$ cat config.mk
export PLATFORM = sky130hd
export DESIGN_NAME = float_multiplier_pipe
export DESIGN_NICKNAME = d
export VERILOG_FILES = /design/src/rtl/float_multiplier_pipe.sv
export SDC_FILE = /design/constraint.sdc
export NUM_CORES = 2
export LEC_CHECK = 0
export ABC_AREA = 1
export BUFFER_PORTS_ARGS = -buffer_cell sky130_fd_sc_hd__buf_2
export CAP_MARGIN = 40
export CORE_ASPECT_RATIO = 1.5
export CORE_MARGIN = 2
export CORE_UTILIZATION = 35
export CTS_CLUSTER_DIAMETER = 40
export DETAILED_ROUTE_END_ITERATION = 8
export PLACE_DENSITY = 0.48
export RECOVER_POWER = 100
export REMOVE_ABC_BUFFERS = 1
export SKIP_CTS_REPAIR_TIMING = 1
export SYNTH_ARGS = -nofsm -noshare
export SYNTH_HDL_FRONTEND = slang
export SYNTH_SLANG_ARGS = --single-unit
$ cat constraint.sdc
create_clock -name Clk -period 5.8 [get_ports Clk]
set_input_delay 0.58 -clock Clk [delete_from_list [all_inputs] [get_ports Clk]]
set_output_delay 0.58 -clock Clk [all_outputs]
set_load 0.02 [all_outputs]
$ cat src/rtl/float_multiplier_pipe.sv
// float_multiplier_pipe: pipelined floating-point multiplier feeding the
// accumulator's addend/Add inputs. No infinities, NaNs or denormals.
//
// Pipeline (each register level advances together unless the output is stalled):
//   stage 1 : unpack    - sign, biased exponent sum, mantissas with hidden 1
//   stage 2 : multiply  - (MAN_W+1)x(MAN_W+1) significand product
//   stage 3 : normalize - one-bit normalize shift, optional rounding
//   output  : classify  - zero / saturate / pack into product
// A pair accepted at edge N is presented after edge N+3.
//
// Ports:
//   Clk, Rst         clock (rising edge), asynchronous active-low reset
//   a, b             packed operands {sign, exponent, mantissa}
//   in_valid         operand pair valid
//   in_ready         pair accepted this cycle (combinational, ~stall)
//   product          packed result (registered)
//   out_valid        product valid (registered), drives accumulator Add
//   out_ready        consumer takes product this cycle
//
// Build option: define FLOAT_MULT_ROUND_NEAREST_EN for round-to-nearest-even;
// otherwise the fraction is truncated and no rounding logic exists.

module float_multiplier_pipe #(
  parameter int unsigned EXP_W  = 8,
  parameter int unsigned MAN_W  = 23,
  parameter int unsigned DATA_W = 1 + EXP_W + MAN_W
) (
  input  logic              Clk,
  input  logic              Rst,
  input  logic [DATA_W-1:0] a,
  input  logic [DATA_W-1:0] b,
  input  logic              in_valid,
  output logic              in_ready,
  output logic [DATA_W-1:0] product,
  output logic              out_valid,
  input  logic              out_ready
);

  localparam int unsigned SE_W    = EXP_W + 2;
  localparam int unsigned SIG_W   = MAN_W + 1;
  localparam int unsigned PROD_W  = 2 * MAN_W + 2;
  localparam int unsigned BIAS    = (1 << (EXP_W - 1)) - 1;
  localparam int unsigned EXP_MAX = (1 << EXP_W) - 1;
`ifdef FLOAT_MULT_ROUND_NEAREST_EN
  // Rounding needs guard and sticky, so the whole product is kept.
  localparam int unsigned KEEP_LSB = 0;
`else
  // Truncation only looks at the top MAN_W+2 product bits.
  localparam int unsigned KEEP_LSB = MAN_W;
`endif
  localparam int unsigned KEEP_W  = PROD_W - KEEP_LSB;

  localparam logic signed [SE_W-1:0] EXP_ONE  = SE_W'(1);
  localparam logic signed [SE_W-1:0] EXP_ZERO = SE_W'(0);
  localparam logic signed [SE_W-1:0] EXP_BIAS = SE_W'(BIAS);
  localparam logic signed [SE_W-1:0] EXP_SAT  = SE_W'(EXP_MAX);

  logic advance;

  // Stage 1 registers
  logic                   s1Valid;
  logic                   s1Sign;
  logic signed [SE_W-1:0] s1Exp;
  logic [SIG_W-1:0]       s1ManA;
  logic [SIG_W-1:0]       s1ManB;
  logic                   s1Zero;

  // Stage 2 registers
  logic                   s2Valid;
  logic                   s2Sign;
  logic signed [SE_W-1:0] s2Exp;
  logic [KEEP_W-1:0]      s2Prod;
  logic                   s2Zero;

  // Stage 3 registers
  logic                   s3Valid;
  logic                   s3Sign;
  logic signed [SE_W-1:0] s3Exp;
  logic [MAN_W-1:0]       s3Frac;
  logic                   s3Zero;

  logic [EXP_W-1:0]       expA;
  logic [EXP_W-1:0]       expB;
  logic signed [SE_W-1:0] expSum;
  logic signed [SE_W-1:0] normExp;
  logic [MAN_W-1:0]       normFrac;
  logic signed [SE_W-1:0] finExp;
  logic [MAN_W-1:0]       finFrac;
  logic [DATA_W-1:0]      packWord;

  // The whole pipe freezes while the output word is offered but not taken.
  assign advance  = ~(out_valid & ~out_ready);
  assign in_ready = advance;

  assign expA   = a[DATA_W-2:MAN_W];
  assign expB   = b[DATA_W-2:MAN_W];
  assign expSum = $signed(SE_W'(expA)) + $signed(SE_W'(expB)) - EXP_BIAS;

  // Stage 1: unpack operands
  always_ff @(posedge Clk or negedge Rst) begin
    if (!Rst) begin
      s1Valid <= 1'b0;
      s1Sign  <= 1'b0;
      s1Exp   <= '0;
      s1ManA  <= '0;
      s1ManB  <= '0;
      s1Zero  <= 1'b0;
    end else if (advance) begin
      s1Valid <= in_valid;
      if (in_valid) begin
        s1Sign <= a[DATA_W-1] ^ b[DATA_W-1];
        s1Exp  <= expSum;
        s1ManA <= {1'b1, a[MAN_W-1:0]};
        s1ManB <= {1'b1, b[MAN_W-1:0]};
        s1Zero <= (expA == '0) | (expB == '0);
      end
    end
  end

  // Stage 2: significand multiply
  always_ff @(posedge Clk or negedge Rst) begin
    if (!Rst) begin
      s2Valid <= 1'b0;
      s2Sign  <= 1'b0;
      s2Exp   <= '0;
      s2Prod  <= '0;
      s2Zero  <= 1'b0;
    end else if (advance) begin
      s2Valid <= s1Valid;
      if (s1Valid) begin
        s2Sign <= s1Sign;
        s2Exp  <= s1Exp;
        s2Prod <= KEEP_W'((PROD_W'(s1ManA) * PROD_W'(s1ManB)) >> KEEP_LSB);
        s2Zero <= s1Zero;
      end
    end
  end

  // Normalize: product of two [1,2) significands lies in [1,4)
  always_comb begin
    normExp  = s2Exp;
    normFrac = s2Prod[2*MAN_W-1-KEEP_LSB -: MAN_W];
    if (s2Prod[KEEP_W-1]) begin
      normExp  = s2Exp + EXP_ONE;
      normFrac = s2Prod[2*MAN_W-KEEP_LSB -: MAN_W];
    end
  end

`ifdef FLOAT_MULT_ROUND_NEAREST_EN
  logic             guardBit;
  logic             stickyBit;
  logic             roundUp;
  logic             roundCarry;
  logic [MAN_W-1:0] roundFrac;

  // Round to nearest, ties to even; a fraction carry bumps the exponent.
  always_comb begin
    if (s2Prod[PROD_W-1]) begin
      guardBit  = s2Prod[MAN_W];
      stickyBit = |s2Prod[MAN_W-1:0];
    end else begin
      guardBit  = s2Prod[MAN_W-1];
      stickyBit = |s2Prod[MAN_W-2:0];
    end
    roundUp = guardBit & (stickyBit | normFrac[0]);
    {roundCarry, roundFrac} = {1'b0, normFrac} + (MAN_W+1)'(roundUp);
    finExp  = normExp;
    finFrac = roundFrac;
    if (roundCarry) begin
      finExp  = normExp + EXP_ONE;
      finFrac = '0;
    end
  end
`else
  // Truncate: the normalized fraction is used as is.
  always_comb begin
    finExp  = normExp;
    finFrac = normFrac;
  end
`endif

  // Stage 3: normalized (and rounded) result
  always_ff @(posedge Clk or negedge Rst) begin
    if (!Rst) begin
      s3Valid <= 1'b0;
      s3Sign  <= 1'b0;
      s3Exp   <= '0;
      s3Frac  <= '0;
      s3Zero  <= 1'b0;
    end else if (advance) begin
      s3Valid <= s2Valid;
      if (s2Valid) begin
        s3Sign <= s2Sign;
        s3Exp  <= finExp;
        s3Frac <= finFrac;
        s3Zero <= s2Zero;
      end
    end
  end

  // Classify: zero wins over saturation, zero result carries sign 0.
  always_comb begin
    packWord = '0;
    if (s3Zero || (s3Exp <= EXP_ZERO)) begin
      packWord = '0;
    end else if (s3Exp >= EXP_SAT) begin
      packWord = {s3Sign, {EXP_W{1'b1}}, {MAN_W{1'b1}}};
    end else begin
      packWord = {s3Sign, s3Exp[EXP_W-1:0], s3Frac};
    end
  end

  // Output register: product is only rewritten when a new result arrives.
  always_ff @(posedge Clk or negedge Rst) begin
    if (!Rst) begin
      out_valid <= 1'b0;
      product   <= '0;
    end else if (advance) begin
      out_valid <= s3Valid;
      if (s3Valid) begin
        product <= packWord;
      end
    end
  end

endmodule
==> reports/metrics.csv <==
metric,value,unit
period_needed,6.242,ns
drt.antenna.violating_nets,0,
grt_pass1_vias,24100,
synth.top_cell.area_share,35.79,%
io_buffers,101,
root_buffer,clkbuf_16,
start_util,35.39,%
grt_overflow_total,0,
syn_area,26960,um^2
core_area,76180,um^2
dieArea,79310,um^2
crit_top_cell,fa_1,
fill_cells,7781,
rsz0062_at_grt,true,
clk_pin_slew,0.09,ns
max-cap-violations,5,
worst_slack,-0.4417,ns
wire_per_inst,17.85,um
worst_slew_pin_slew,3.817,ns
synthTopCellsByArea,"fa_1 36%, dfrtp_1 16%, nand2_1 14%",
grt_max_degree,64,
critPathSlowestCell,fa_1,
drcViolationCount,0,
die_y,343.9,um
area.growth.synth_to_final,21.54,%
setup_violations,25,
fin_skew,0.02269,ns
die_w,230.6,um
syn_inst,3518,
fmax,160.2,MHz
required,6.17,ns
clock_path_buffers,2,
wl,85.22,mm
synth.avg_cell_area,7.663,um^2
num_rows,124,
synth_cell_type_count,37,
violations,"capacitance limit, slew limit, setup timing",
cts_max_level,4,
crit_path_end_kind,flip-flop,
maxSlewHeadroom,-154.5,%
cts_tree,built,
hold_viol_final,0,
status,"finished, violations left",
path_class,reg -> reg,
fin_nets,4490,
max_stage_delay,0.56,ns
grt_antenna_before_repair,3,
arrival,6.61,ns
track_usage,22.04,%
antenna_cells,0,
final_cells,4775,
most-common-layout-cells,"998 x nand2_1, 894 x inv_1, 461 x fa_1",
clock_latency,0.50,ns
start_kind,flip-flop,
cts_made_buffers,17,
register_area,4190,um^2
synth_top_cell_by_area,fa_1,
viasPerCell,4.654,
cts_num_sinks,167,
critPathMaxFanout,4,
hpwl,69.02,mm
yosys_warnings,0,
num_io_pins,102,
period_share,107.6,%
multi_input_area,19710,um^2
ys_seq_area_share,15.50,%
initialDrtViolationCount,1205,
grt_pass1_wl,132.4,mm
placedCellCount,4721,
num_vias,22220,
firstDrtPassIters,7,
layout-drive-gt1-share,16.59,%
report.final.slew_viol_count,256,
final_common_cell,nand2_1,
min_path_type,in -> reg,
ys_ff_latch,167,
place_congestion,0.8911,
## sequential cells by signal (all words and copies together), names as in the netlist, 10 cells and up
name and count:
s2Prod 25, s3Frac 23, s1Exp 10, product 32, s2Exp 10, s3Exp 10
s1ManB 23, s1ManA 24
## path summary, 6_finish.rpt
| path | start | to | slack (ns) | cells past startpoint |
|---|---|---|---|---|
| max | s1ManA[13] | s2Prod[23] | -0.44 | 27 |
| min reg2reg | s2Sign | s2Sign | 0.48 | 2 |
| min | b[16] | s1ManB[16] | 0.27 | 3 |
| max in group asynchronous | Rst | s1ManB[9] | 1.28 | 2 |
| min in group asynchronous | Rst | s1Valid | 1.39 | 1 |
| max reg2reg | s1ManA[13] | s2Prod[23] | -0.44 | 27 |
## per-stage QoR
step	instance area [um^2]	utilization (%)	TNS [ns]	hold slack, ns	setup slack [ns]
floorplan	26270	-	-6.886	0.2844	-0.4242
global placement	30740	40.35	-12.67	0.4570	-0.6709
detailed placement	30810	40.44	-13.23	0.4605	-0.6769
CTS	31440	41.28	-13.96	0.09387	-0.7168
global route	32770	43.01	-13.99	0.2696	-0.6782
finish	32770	43.01	-8.072	0.2707	-0.4417
## cell type report
type | instances | area share (%)
clock inverter | 15 | 0.6492
timing repair buffer | 398 | 10.61
multi-input combinational | 2240 | 60.14
clock buffer | 17 | 1.298
sequential | 167 | 12.79
inverter | 930 | 10.66
tap | 1008 | 3.849
## cell families after synthesis
| group | synth area share, % |
|---|---|
| simple gates | 18.79 |
| buf+inv | 15.51 |
| fa+ha+maj | 44.42 |
| compound gates | 5.059 |
| flops | 15.50 |
| xor+xnor | 0.7147 |
## layer usage
metal  wire, um  vias up  part of all wire, %  GRT usage [%]
met5         13        -                0.015              0
met1      32090    11050                   38          24.01
met4       4830        2                  5.7          10.13
met3       2799      193                  3.3          2.497
met2      45490      400                   53          42.41
li1           -    10570                    -              -
## cell usage after synthesis
library cell  number
a21boi_0           3
a21o_1             5
a21oi_1           62
a311oi_1           1
a31oi_1           28
and2_1             1
buf_1              5
buf_2             10
clkbuf_1         166
clkinv_1           3
dfrtp_1          167
fa_1             482
ha_1             186
inv_1            924
inv_2              3
nand2_1         1040
nand2_2            4
nand2b_1           1
nand3_1           49
nand3b_1           7
nand4_1           11
nor2_1           161
nor2_2             1
nor3_1            13
nor4_1             6
nor4_2             2
o211ai_1           4
o21a_1             4
o21ai_0          125
o21ai_1            8
o21bai_1           9
o311ai_0           1
o31ai_1            1
or2_0              1
or2_2              2
xnor2_1           12
xor2_1            10
## critical path, delay by kind of cell (launching register included)
kind                       cells  cell delay [ns]
adders and majority gates      8             3.93
and+or+nand+nor                7             0.62
buffers and inverters          9             0.63
DFF                            1             0.50
AOI/OAI and AO/OA              3             0.46
Power is left out: the tool's default activity adds up to more than one toggle a clock period on the data nets, which glitch-free logic cannot reach.
